`config.mk`:
```
export PLATFORM = sky130hd
export DESIGN_NAME = rdb_rd_sched
export DESIGN_NICKNAME = d
export VERILOG_FILES = /design/src/rtl/vector_cache_pkg.sv /design/src/rtl/rdb_rd_sched_rr_arb_ptr.sv /design/src/rtl/rdb_rd_sched.sv
export SDC_FILE = /design/constraint.sdc
export NUM_CORES = 1
export LEC_CHECK = 0
export ABC_AREA = 1
export CAP_MARGIN = 20
export CORE_ASPECT_RATIO = 0.5
export CORE_MARGIN = 1.5
export CORE_UTILIZATION = 30
export DETAILED_ROUTE_END_ITERATION = 6
export MAX_ROUTING_LAYER = met4
export SLEW_MARGIN = 20
export SYNTH_ARGS = -nofsm -noshare
export SYNTH_HDL_FRONTEND = slang
export SYNTH_SLANG_ARGS = --single-unit
```
`constraint.sdc`:
```
create_clock -name clk -period 3.78 [get_ports clk]
set_input_delay 1.134 -clock clk [delete_from_list [all_inputs] [get_ports clk]]
set_output_delay 1.134 -clock clk [all_outputs]
set_load 0.005 [all_outputs]
```
`src/rtl/vector_cache_pkg.sv`:
```
// Shared vector-cache types: the arbitrated dataram read request and RDB sizing.
// The read scheduler takes its requester count and entry geometry from here.
package vector_cache_pkg;

  localparam int RW_DB_ENTRY_NUM    = 4;
  localparam int DB_ENTRY_IDX_WIDTH = $clog2(RW_DB_ENTRY_NUM);
  localparam int RDB_SCHED_REQ_NUM  = 3;

  localparam int VC_ADDR_W   = 8;
  localparam int VC_WAY_W    = 2;
  localparam int VC_TXN_ID_W = 4;

  // Requester slot order on the scheduler's req_* vectors
  typedef enum logic [1:0] {
    RDB_REQ_HIT   = 2'd0,
    RDB_REQ_LFWD  = 2'd1,
    RDB_REQ_EVICT = 2'd2
  } rdb_req_src_e;

  typedef struct packed {
    logic [VC_TXN_ID_W-1:0]        txn_id;
    logic [VC_ADDR_W-1:0]          addr;
    logic [VC_WAY_W-1:0]           way;
    logic [DB_ENTRY_IDX_WIDTH-1:0] db_entry_id;
  } arb_out_req_t;

endpackage

```
`src/rtl/rdb_rd_sched_rr_arb_ptr.sv`:
```
// Round-robin grant over N requesters: the search starts at the pointer and wraps,
// and the pointer advances past the winner only when the grant is actually taken.
module rr_arb_ptr #(
  parameter int N  = 3,
  parameter int PW = $clog2(N)
) (
  input  logic          clk,
  input  logic          rst_n,
  input  logic [N-1:0]  req,
  input  logic          acc,
  output logic [N-1:0]  gnt,
  output logic [PW-1:0] gnt_idx
);

  logic [PW-1:0] ptr;

  always_comb begin
    int   idx;
    logic found;
    gnt     = '0;
    gnt_idx = '0;
    found   = 1'b0;
    idx     = 0;
    for (int i = 0; i < N; i++) begin
      idx = int'(ptr) + i;
      if (idx >= N) idx = idx - N;
      if (!found && req[idx]) begin
        found    = 1'b1;
        gnt[idx] = 1'b1;
        gnt_idx  = PW'(idx);
      end
    end
  end

  always_ff @(posedge clk or negedge rst_n) begin
    if (!rst_n) begin
      ptr <= '0;
    end else if (acc) begin
      ptr <= (int'(gnt_idx) == N - 1) ? '0 : gnt_idx + 1'b1;
    end
  end

endmodule

```
`src/rtl/rdb_rd_sched.sv`:
```
// Shares the dataram read port among the read requesters and tags every granted read
// with a free RDB entry, which stays busy until the upstream side releases it.
module rdb_rd_sched
  import vector_cache_pkg::*;
#(
  parameter int REQ_NUM   = RDB_SCHED_REQ_NUM,
  parameter int ENTRY_NUM = RW_DB_ENTRY_NUM,
  parameter int ENTRY_W   = DB_ENTRY_IDX_WIDTH
) (
  input  logic                       clk,
  input  logic                       rst_n,
  input  logic [REQ_NUM-1:0]         req_vld,
  input  arb_out_req_t [REQ_NUM-1:0] req_pld,
  output logic [REQ_NUM-1:0]         req_rdy,
  output logic                       out_vld,
  output arb_out_req_t               out_pld,
  input  logic                       out_rdy,
  input  logic                       rel_vld,
  input  logic [ENTRY_W-1:0]         rel_idx,
  output logic [ENTRY_W:0]           free_cnt,
  output logic                       rel_err
);

  localparam int PW     = $clog2(REQ_NUM);
  localparam int FREE_W = ENTRY_W + 1;

  // Handshake: a transfer happens on a cycle where vld && rdy; vld and payload hold
  // unchanged until then, and rdy never depends on the same port's payload.

  logic [ENTRY_NUM-1:0] busy;
  logic [ENTRY_NUM-1:0] busy_nxt;
  logic [FREE_W-1:0]    free_cnt_nxt;
  logic [REQ_NUM-1:0]   gnt;
  logic [PW-1:0]        gnt_idx;
  logic [ENTRY_W-1:0]   alloc_idx;
  logic                 can_load;
  logic                 grant_en;
  logic                 accept;
  logic                 rel_in_range;
  logic                 rel_ok;
  arb_out_req_t         sel_pld;

  function automatic logic [ENTRY_W-1:0] find_first_zero(input logic [ENTRY_NUM-1:0] vec);
    find_first_zero = '0;
    for (int i = ENTRY_NUM - 1; i >= 0; i--) begin
      if (!vec[i]) find_first_zero = ENTRY_W'(i);
    end
  endfunction

  rr_arb_ptr #(.N(REQ_NUM), .PW(PW)) u_rr_arb (
    .clk     (clk),
    .rst_n   (rst_n),
    .req     (req_vld),
    .acc     (accept),
    .gnt     (gnt),
    .gnt_idx (gnt_idx)
  );

  assign can_load  = ~out_vld | out_rdy;
  assign grant_en  = can_load && (free_cnt != '0);
  assign req_rdy   = grant_en ? gnt : '0;
  assign accept    = |req_rdy;
  // Sampled from the registered busy vector, so a same-cycle release is not visible yet
  assign alloc_idx = find_first_zero(busy);

  assign rel_in_range = int'(rel_idx) < ENTRY_NUM;
  assign rel_ok       = rel_vld && rel_in_range && busy[rel_idx];

  always_comb begin
    sel_pld             = req_pld[gnt_idx];
    sel_pld.db_entry_id = alloc_idx;
  end

  // Alloc targets a clear bit and release a set bit, so the two never collide
  always_comb begin
    busy_nxt = busy;
    if (accept) busy_nxt[alloc_idx] = 1'b1;
    if (rel_ok) busy_nxt[rel_idx]   = 1'b0;
  end

  always_comb begin
    free_cnt_nxt = free_cnt;
    case ({accept, rel_ok})
      2'b10:   free_cnt_nxt = free_cnt - 1'b1;
      2'b01:   free_cnt_nxt = free_cnt + 1'b1;
      default: free_cnt_nxt = free_cnt;
    endcase
  end

  always_ff @(posedge clk or negedge rst_n) begin
    if (!rst_n) begin
      busy     <= '0;
      free_cnt <= FREE_W'(ENTRY_NUM);
      out_vld  <= 1'b0;
      out_pld  <= '0;
      rel_err  <= 1'b0;
    end else begin
      busy     <= busy_nxt;
      free_cnt <= free_cnt_nxt;
      if (rel_vld && !rel_ok) rel_err <= 1'b1;
      if (can_load) begin
        out_vld <= accept;
        if (accept) out_pld <= sel_pld;
      end
    end
  end

endmodule

```
=== Word-level counts from Yosys, hierarchy flattened ===
Index checks and enable logic that the tools add are counted.

* Equal/unequal tests: 3
* Mux-type cells: 43
* Bitwise logic cells: 7
* Magnitude comparators: 14
* Add/sub/neg operators: 8
* Reduce and logical (&&, ||, !) cells: 17

{| class="wikitable"
|+ Operators by type and width
! kind !! count
|-
| greater-or-equal comparator 32 x 1 -> 1 bit (second input constant) || 3
|-
| less-than comparator 32 x 4 -> 1 bit (second input constant) || 3
|-
| 2-to-1 mux 32 bit || 3
|-
| greater-or-equal comparator 32 x 3 -> 1 bit (second input constant) || 2
|-
| subtractor 32 x 3 -> 32 bit (second input constant) || 2
|-
| binary-select mux 16 bit (select 2 bit) || 1
|-
| 2-to-1 mux 16 bit || 1
|-
| 2-to-1 mux 2 bit || 8
|-
| 2-to-1 mux 1 bit || 14
|-
| 2-to-1 mux 3 bit || 4
|-
| demux 1 bit (select 2 bit) || 5
|-
| logical AND 1 bit || 10
|-
| less-than comparator 2 x 3 -> 1 bit (second input constant) || 3
|-
| binary-select mux 1 bit (select 2 bit) || 4
|-
| 2-to-1 mux 4 bit || 2
|-
| bitwise OR 3 bit || 2
|-
| one-hot mux 3 bit (2 select lines) || 1
|-
| AND 4 bit || 1
|-
| equality test 2 bit (second input constant) || 2
|-
| greater-or-equal comparator 2 x 1 -> 1 bit (second input constant) || 2
|-
| inverter 4 bit || 1
|-
| bitwise OR 4 bit || 1
|-
| adder 2 x 1 -> 3 bit (second input constant) || 1
|-
| adder 2 x 2 -> 3 bit (second input constant) || 1
|-
| 13 further kinds || 15
|}

* Output and inout bits: 24
* Register bits after elaboration: 27
* Logic and storage cells: 101
* Bits of input ports: 57

=== Logic depth before layout (Yosys ltp) ===
Gate-level depths: netlist (run 1).

* Depth in word-level cells: 17
* Depth in mapped cells: 21
* Mapped depth without buffers: 20

=== By module ===
Synthesis (run 1) repeated with hierarchy kept, for this count alone.

* Cell total of the unflattened synthesis: 266
* Area, all modules: 1878.1 µm²

{| class="wikitable"
|+ By module, submodules not included
! module !! area an instance (µm²) !! times used !! cells an instance
|-
| rdb_rd_sched || 1496.4 || 1 || 203
|-
| rr_arb_ptr || 381.6 || 1 || 63
|}

=== Worst setup path after synthesis (run 1) ===
OpenSTA, ideal clock, no wires.

* Path kind: input to register
* Start: in req_vld[1]
* End: reg free_cnt[2]
* Data arrival time: 2984 ps
* Path slack: 714 ps
* Data required time: 3698 ps
* Stages: 18
* Cells stage by stage: inv_1 -> nand2_1 -> nand3_2 -> nand2_2 -> nand3_1 -> nand2_1 -> inv_1 -> nand2_1 -> nand2_2 -> inv_2 -> nor2_8 -> buf_12 -> ha_1 -> inv_1 -> fa_1 -> a21oi_1 -> o21ai_0 -> xnor2_1

* Cells in the longest elaborated chain, start to end: 14
* Elaborated cells on any way between the ends: 26
* Classes of those cells: eq/ne: 2; mux: 16; bitwise: 2; reduce/logical: 6

{| class="wikitable"
|+ Ends and longest elaborated chain
! element !! line !! source
|-
| start: declaration || rdb_rd_sched.sv:12 || <nowiki>input logic [REQ_NUM-1:0] req_vld,</nowiki>
|-
| binary-select mux 1 bit (select 2 bit) || rdb_rd_sched_rr_arb_ptr.sv:27 || <nowiki>if (!found && req[idx]) begin</nowiki>
|-
| 2-to-1 mux 1 bit (not written as such) (2 in a row) || rdb_rd_sched_rr_arb_ptr.sv:27 ||
|-
| 2-to-1 mux 1 bit || rdb_rd_sched_rr_arb_ptr.sv:27 ||
|-
| logical NOT 1 bit || rdb_rd_sched_rr_arb_ptr.sv:27 ||
|-
| logical AND 1 bit || rdb_rd_sched_rr_arb_ptr.sv:27 ||
|-
| 2-to-1 mux 1 bit || rdb_rd_sched_rr_arb_ptr.sv:27 ||
|-
| logical NOT 1 bit || rdb_rd_sched_rr_arb_ptr.sv:27 ||
|-
| logical AND 1 bit || rdb_rd_sched_rr_arb_ptr.sv:27 ||
|-
| 2-to-1 mux 3 bit (*) || rdb_rd_sched_rr_arb_ptr.sv:27 ||
|-
| 2-to-1 mux 3 bit (*) || rdb_rd_sched.sv:61 || <nowiki>assign req_rdy = grant_en ? gnt : '0;</nowiki>
|-
| named net req_rdy[1] || rdb_rd_sched.sv:14 || <nowiki>output logic [REQ_NUM-1:0] req_rdy,</nowiki>
|-
| OR reduction 3 bit (*) || rdb_rd_sched.sv:62 || <nowiki>assign accept = |req_rdy;</nowiki>
|-
| equality test 2 x 1 -> 1 bit / equality test 2 bit (equally long branches) || rdb_rd_sched.sv:83 || <nowiki>case ({accept, rel_ok})</nowiki>
|-
| one-hot mux 3 bit (2 select lines) / nonzero test 2 bit (equally long branches) || - ||
|-
| end signal: assignment || rdb_rd_sched.sv:93 || <nowiki>free_cnt <= FREE_W'(ENTRY_NUM);</nowiki>
|-
| end signal: assignment || rdb_rd_sched.sv:99 || <nowiki>free_cnt <= free_cnt_nxt;</nowiki>
|-
| end: declaration || rdb_rd_sched.sv:20 || <nowiki>output logic [ENTRY_W:0] free_cnt,</nowiki>
|}

The timed path passes the listed nets; every way through them passes the cells marked *. The select of a mux whose other input is x is not followed.
A chain may end at the register's enable or synchronous reset.

=== Worst setup path in the final report (run 1) ===
* Start: in req_vld[2]
* End: out req_rdy[1]

* Cells in the longest elaborated chain, start to end: 11
* Elaborated cells on any way between the ends: 21
* Classes of those cells: mux: 15; bitwise: 2; reduce/logical: 4

{| class="wikitable"
|+ Ends and longest elaborated chain
! element !! line
|-
| binary-select mux 1 bit (select 2 bit) || rdb_rd_sched_rr_arb_ptr.sv:27
|-
| 2-to-1 mux 1 bit (not written as such) (2 in a row) || rdb_rd_sched_rr_arb_ptr.sv:27
|-
| 2-to-1 mux 1 bit || rdb_rd_sched_rr_arb_ptr.sv:27
|-
| logical NOT 1 bit || rdb_rd_sched_rr_arb_ptr.sv:27
|-
| logical AND 1 bit || rdb_rd_sched_rr_arb_ptr.sv:27
|-
| 2-to-1 mux 1 bit || rdb_rd_sched_rr_arb_ptr.sv:27
|-
| logical NOT 1 bit || rdb_rd_sched_rr_arb_ptr.sv:27
|-
| logical AND 1 bit || rdb_rd_sched_rr_arb_ptr.sv:27
|-
| 2-to-1 mux 3 bit (*) || rdb_rd_sched_rr_arb_ptr.sv:27
|-
| 2-to-1 mux 3 bit (*) || rdb_rd_sched.sv:61
|-
| end: declaration || rdb_rd_sched.sv:14
|}

Every way passes the cells marked *; elsewhere a longest branch is shown, timed or not. The select of a mux whose other input is x is not followed.

==> flow_metrics.tcl, run 1 <==
set metrics [dict create \
    cts_buffers 3 \
    ys_seq_elements 27 \
    slowest_delay_ns 0.28 \
    power_frac_comb_pct 73.6 \
    grt_pass1_wl_um 8430 \
    fp.dieW_um 115 \
    initial_utilization_pct 31.0 \
    synth.distinct_cells 30 \
    ys_seq_area_share_pct 36.2 \
    root_buffer "clkbuf_16" \
    die_h_um 58.8 \
    dr.first_iter.drc_count 50 \
    cp_top_family "buffers and inverters" \
    multi_input_area_mm2 0.00103 \
    skew_ns 0.00581 \
    setup_violations 0 \
    antenna_cells 0 \
    cts_tree "done" \
    power_density_mw_per_mm2 1080 \
    syn_area_per_cell_um2 7.33 \
    grt_setup_unrepaired "false" \
    report.final.slew_viol_count 0 \
    worstPathArrival_ns 2.36 \
    ios 81 \
    cp_common_cell "nand2_1" \
    clk_pin_slew_ns 0.07 \
    pwr-share-clk_pct 8.1 \
    syn_nets 318 \
    cellLeakagePower_uw 0.00141 \
    run_status "finished clean" \
    dpl_cell_area_mm2 0.00272 \
    routed_via_density 4.51 \
    fin_nets 402 \
    track_usage_pct 16.1 \
    drive_gt1_share_pct 16.9 \
    relSlewSlack_pct 68.2 \
    die-area_mm2 0.00674 \
    period_needed_ns 3.49 \
    gr-total-overflow 0 \
    grt_max_degree 28 \
    hold_path_class "flop to flop" \
    area_growth_pct 50.9 \
    worstSetupPathType "primary input to output port" \
    drc 0 \
    worstMarginPinSlew_ns 0.477 \
    worstPathRequired_ns 2.65 \
    seqPwrFrac_pct 18.3 \
    placementRows 20 \
    seq_area_um2 677 \
    p_int_uw 1540 \
    wl_um 4880 \
    clock_latency_ns 0.26 \
    synth_area_leaders "dfrtp_1, nand2_1, nand2_2" \
    hold_violations 0 \
    crit_chain "dlygate4sd2_1 -> nand2_1 -> nand2_1 -> nand2_4 -> inv_2 -> nand2_1 -> nand2_1 -> inv_1 -> nand2_1 -> nand2_2 -> inv_2 -> dlygate4sd2_1" \
    clock_sinks 27 \
    drv_cap 0 \
    postLayoutCellArea_mm2 0.00282 \
    syn_area_mm2 0.00187 \
    gp_congestion 0.776 \
    finalCritPeriodShare_pct 92.4 \
    grt_pass1_vias 1962 \
    via_count 1922 \
    htree_num_levels 1 \
    slowest_stage "dlygate4sd2_1" \
    holdBufCountCts 0 \
    yosysTopAreaCell "dfrtp_1" \
    fill_cells 613 \
    start_kind "primary input" \
    worst-path-max-fanout 9 \
    ys_warn_count 0 \
    core-area_mm2 0.00603 \
    crit_buf_inv 5 \
    power.switching_uw 1510 \
    clockBufferDepth 2 \
    max-vdd-ir-drop_v 0.000396 \
    timing.hold.ws_ns 0.468 \
    switching_share_pct 49.6 \
    antenna_found_initial 0 \
    synthCells 255 \
    portBuffers 74 \
    max_freq_ghz 0.286 \
    ant_nets 0 \
    hpwl_um 3940 \
    yosysTopAreaCellShare_pct 34.8 \
    cp-end-kind "output port" \
    firstDrtPassIters 4 \
    wl_per_cell_um 11.5 \
]
## through the flow
stage	utilization (%)	setup TNS, ns	cells	power (uW)	setup WS [ns]
4_1_cts	46.6	0	426	3110	0.0132
5_1_grt	46.8	0	426	3400	0.183
3_3_place_gp	45.0	-0.499	421	2780	-0.181
3_5_place_dp	45.0	-0.584	421	2830	-0.215
6_report	46.8	0	426	3050	0.287
2_1_floorplan	-	0	255	2260	0.714
## cells in the final DEF (no fill, tap or decap), types with 2 or more instances in the layout
cell type,count
clkbuf_16,3
inv_2,6
o21ai_1,3
nand3_1,20
clkdlybuf4s50_1,68
buf_4,11
nor2_1,2
xnor2_1,2
dlygate4sd2_1,4
ha_1,5
dfrtp_1,26
nand2_2,21
dlymetal6s2s_1,2
nor3_1,4
nand3_2,8
a21oi_1,5
nand2_1,109
nand4_1,5
inv_1,20
## layout make-up
cell class | instances | share of cell area [%]
Multi-Input combinational cell | 196 | 36.5
Timing Repair Buffer | 85 | 29.2
Sequential cell | 27 | 24.0
Tap cell | 88 | 3.90
Inverter | 26 | 3.46
Clock buffer | 3 | 2.66
Clock inverter | 1 | 0.311
## metal layers
layer  GRT usage, %  wire (um)  part of all wire, %
met5              -          0                    0
met4           4.29         79                  1.6
met3           2.37         92                  1.9
met2           29.9       2480                   51
met1           18.6       2230                   46
## power by group through the flow
stage | Clock [uW] | Sequential (uW) | Combinational (uW)
final | 246 | 559 | 2240
after global routing | 265 | 581 | 2550
after CTS | 256 | 562 | 2290
after detailed placement | 0 | 563 | 2270
after global placement | 0 | 559 | 2220
after floorplan | 0 | 557 | 1700
## state kept, by name, indices dropped and copies added (netlist names)
signal / count
out_pld: 16
busy: 4
free_cnt: 3
u_rr_arb.ptr: 2
out_vld: 1
rel_err: 1
## worst paths after layout
kind | slack [ns] | to | depth (start not counted) | start
max in group asynchronous | 2.23 | free_cnt[2]$_DFFE_PN1P_ | 2 | rst_n
setup reg to reg | 0.79 | free_cnt[1]$_DFFE_PN0P_ | 19 | u_rr_arb.ptr[0]$_DFFE_PN0N_
hold reg to reg | 0.47 | rel_err$_DFFE_PN0P_ | 1 | rel_err$_DFFE_PN0P_
min in group asynchronous | 1.25 | free_cnt[1]$_DFFE_PN0P_ | 2 | rst_n
hold / removal | 0.47 | rel_err$_DFFE_PN0P_ | 1 | rel_err$_DFFE_PN0P_
setup / recovery | 0.29 | req_rdy[1] | 12 | req_vld[2]
## synthesized netlist by cell type
| cell | count |
|---|---|
| nand2_1 | 112 |
| dfrtp_1 | 26 |
| inv_1 | 21 |
| nand3_1 | 21 |
| nand2_2 | 18 |
| nand3_2 | 7 |
| a21oi_1 | 5 |
| ha_1 | 5 |
| inv_2 | 5 |
| nand4_1 | 5 |
| buf_6 | 4 |
| nor3_1 | 4 |
| o21ai_1 | 3 |
| nor2_1 | 2 |
| xnor2_1 | 2 |
| a211oi_1 | 1 |
| a21boi_0 | 1 |
| a22oi_2 | 1 |
| a31o_2 | 1 |
| a31oi_1 | 1 |
| buf_12 | 1 |
| clkbuf_8 | 1 |
| dfstp_2 | 1 |
| fa_1 | 1 |
| mux2_2 | 1 |
| nand2_4 | 1 |
| nor2_4 | 1 |
| nor2_8 | 1 |
| o21ai_0 | 1 |
| o31ai_1 | 1 |
## logic make-up after synthesis
family | Yosys count | synth area share (%)
DFF | 27 | 36.2
xor gates and xnor gates | 2 | 0.937
muxes | 1 | 0.602
AOI/OAI and AO/OA | 15 | 5.09
buffers and inverters | 32 | 9.44
and+or+nand+nor | 172 | 43.3
adders and majority gates | 6 | 4.42
## what timing repair did
action                                  CTS  global route
endpoints found under the setup margin    3             1
gates resized for setup                   7             4
pin swaps                                 1             1
setup buffers                             1             0
Note: power is estimated with default switching activity, not from simulation.
==> run 2: changes to the inputs <==
--- a/config.mk
+++ b/config.mk
@@ -7,11 +7,15 @@
 export LEC_CHECK = 0
 export ABC_AREA = 1
 export CAP_MARGIN = 20
+export CELL_PAD_IN_SITES_DETAIL_PLACEMENT = 0
+export CELL_PAD_IN_SITES_GLOBAL_PLACEMENT = 1
 export CORE_ASPECT_RATIO = 0.5
 export CORE_MARGIN = 1.5
-export CORE_UTILIZATION = 30
+export CORE_UTILIZATION = 29
+export CTS_BUF_LIST = sky130_fd_sc_hd__clkbuf_16
 export DETAILED_ROUTE_END_ITERATION = 6
 export MAX_ROUTING_LAYER = met4
+export PLACE_DENSITY_LB_ADDON = 0.1
 export SLEW_MARGIN = 20
 export SYNTH_ARGS = -nofsm -noshare
 export SYNTH_HDL_FRONTEND = slang
==> run 2 against run 1 <==
Compared with the run above: cell area increased by 0.67%; critical path depth shrank 3; sequential cell count stayed put; critical endpoint unchanged; largest power group unchanged; non-clock buffer count rose by 5; count of clock-buffer cells in the layout unchanged; fmax shrank 4.9%; critical path type unchanged.
==> flow_metrics.tcl, run 2 (same netlist as run 1, synthesis figures left out) <==
set metrics [dict create \
    grt_pass1_vias 1821 \
    ios 81 \
    reg2reg_depth 20 \
    via_count 1906 \
    dr.first_iter.drc_count 112 \
    cellLeakagePower_uw 0.00141 \
    clk_pin_slew_ns 0.07 \
    root_buffer "clkbuf_16" \
    gr-total-overflow 0 \
    fin_util_pct 46.1 \
    htree_num_levels 1 \
    final_cell_mix "nand2_1, clkdlybuf4s50_1, dfrtp_1" \
    skew_ns 0.00665 \
    drv_cap 0 \
    clock_sinks 27 \
    fin_nets 407 \
    worstPathArrival_ns 2.54 \
    hold_violations 0 \
    grt_pass1_wl_um 8420 \
    finalCritPeriodShare_pct 97.2 \
    die-area_mm2 0.00697 \
    hold_path_end "out_pld[1]$_DFFE_PN0P_" \
    worstMarginPinSlew_ns 0.451 \
    placementRows 20 \
    clockBufferDepth 2 \
    max-vdd-ir-drop_v 0.000387 \
    max_freq_ghz 0.272 \
    run_status "finished clean" \
    layout_commonest_cell "nand2_1" \
    cp-end-kind "output port" \
    core-area_mm2 0.00616 \
    power_density_mw_per_mm2 1120 \
    antenna_cells 0 \
    report.final.slew_viol_count 0 \
    cts_tree "done" \
    fill_cells 641 \
    area_growth_pct 51.9 \
    relSlewSlack_pct 69.9 \
    die_h_um 59.8 \
    worstSetupPathType "primary input to output port" \
    drive_gt1_share_pct 17.8 \
    initial_utilization_pct 30.4 \
    hpwl_um 3970 \
    antenna_found_initial 0 \
    grt_max_degree 28 \
    fp.dieW_um 117 \
    ant_nets 0 \
    worst-path-max-fanout 4 \
    gp_congestion 0.765 \
    hold_start "out_pld[1]$_DFFE_PN0P_" \
    worstPathRequired_ns 2.65 \
    reg_top3 "out_pld (16), busy (4), free_cnt (3)" \
    portBuffers 74 \
    setup_violations 0 \
    routed_via_density 4.42 \
    clock_latency_ns 0.26 \
    grt_setup_unrepaired "false" \
    cts_buffers 3 \
    period_needed_ns 3.67 \
    firstDrtPassIters 4 \
    wl_per_cell_um 12.1 \
    regMostFlops "out_pld" \
    dpl_cell_area_mm2 0.00273 \
    hold_path_class "flop to flop" \
    largest_reg_flops 16 \
    r2r_start "u_rr_arb.ptr[0]$_DFFE_PN0N_" \
    postLayoutCellArea_mm2 0.00284 \
    hold_depth 2 \
    regToRegEndpoint "free_cnt[1]$_DFFE_PN0P_" \
    drc 0 \
    holdBufCountCts 0 \
    wl_um 5200 \
    reg2reg_slack_ns 0.57 \
    start_kind "primary input" \
    track_usage_pct 16.2 \
]
[run 2: stage by stage]
stage	instances	TNS, ns	hold slack (ns)	setup WS (ns)	power, uW
CTS	431	0	0.485	0.0752	3240
detailed placement	423	-0.545	0.458	-0.208	2940
floorplan	255	0	0.464	0.714	2260
finish	431	0	0.481	0.106	3170
global placement	423	-0.526	0.455	-0.195	2890
global route	431	0	0.500	0.00957	3520
[run 2: how the worst max path moves through the flow]
| stage | slack, ns | end | start | depth (start not counted) |
|---|---|---|---|---|
| final | 0.11 | req_rdy[1] | req_vld[0] | 9 |
| after global routing | 0.01 | req_rdy[1] | req_vld[0] | 11 |
| after CTS | 0.08 | req_rdy[1] | req_vld[2] | 12 |
| after detailed placement | -0.21 | req_rdy[1] | req_vld[2] | 12 |
| after global placement | -0.20 | req_rdy[1] | req_vld[2] | 12 |
| after floorplan | 0.71 | free_cnt[2]$_DFFE_PN1P_ | req_vld[1] | 18 |
[run 2: final cells by class]
cell class	count	area (um2)	share of cell area, %
multi-input cells	196	1020	36.1
repair buffers	90	851	30.0
flip-flops and latches	27	677	23.8
well taps	88	110	3.88
inverters	26	97.6	3.44
clock buffers	3	75.1	2.64
clock inverters	1	5.00	0.176
[run 2: critical path: stages]
cell and delay, ns:
dlygate4sd2_1 0.25, inv_2 0.07, nand3_1 0.08, nand3_1 0.18, nand4_1 0.12, nand2_1 0.10
nand2_2 0.06, inv_2 0.06, clkdlybuf4s50_1 0.49
[run 2: report_power, final]
group / internal [uW] / total [uW] / leakage (uW) / switching (uW)
sequential: 460 / 557 / 0.000318 / 96.8
combinational: 1000 / 2370 / 0.00105 / 1370
clock: 143 / 244 / 0.0000409 / 101
total: 1610 / 3170 / 0.00141 / 1570
[run 2: routing by layer]
layer	vias up	wire length, um	GRT usage, %	part of all wire [%]
li1	984	-	-	-
met1	875	2560	20.7	49
met2	45	2380	28.2	46
met3	2	249	3.14	4.8
met4	0	14	1.55	0.27
met5	-	0	-	0
[run 2: repair_timing]
item | CTS | global route
cloned | 0 | 0
setup buffers | 4 | 0
endpoints found under the hold margin | 0 | 0
gates resized for setup | 8 | 2
pin swaps | 2 | 1
setup endpoints to repair | 3 | 1
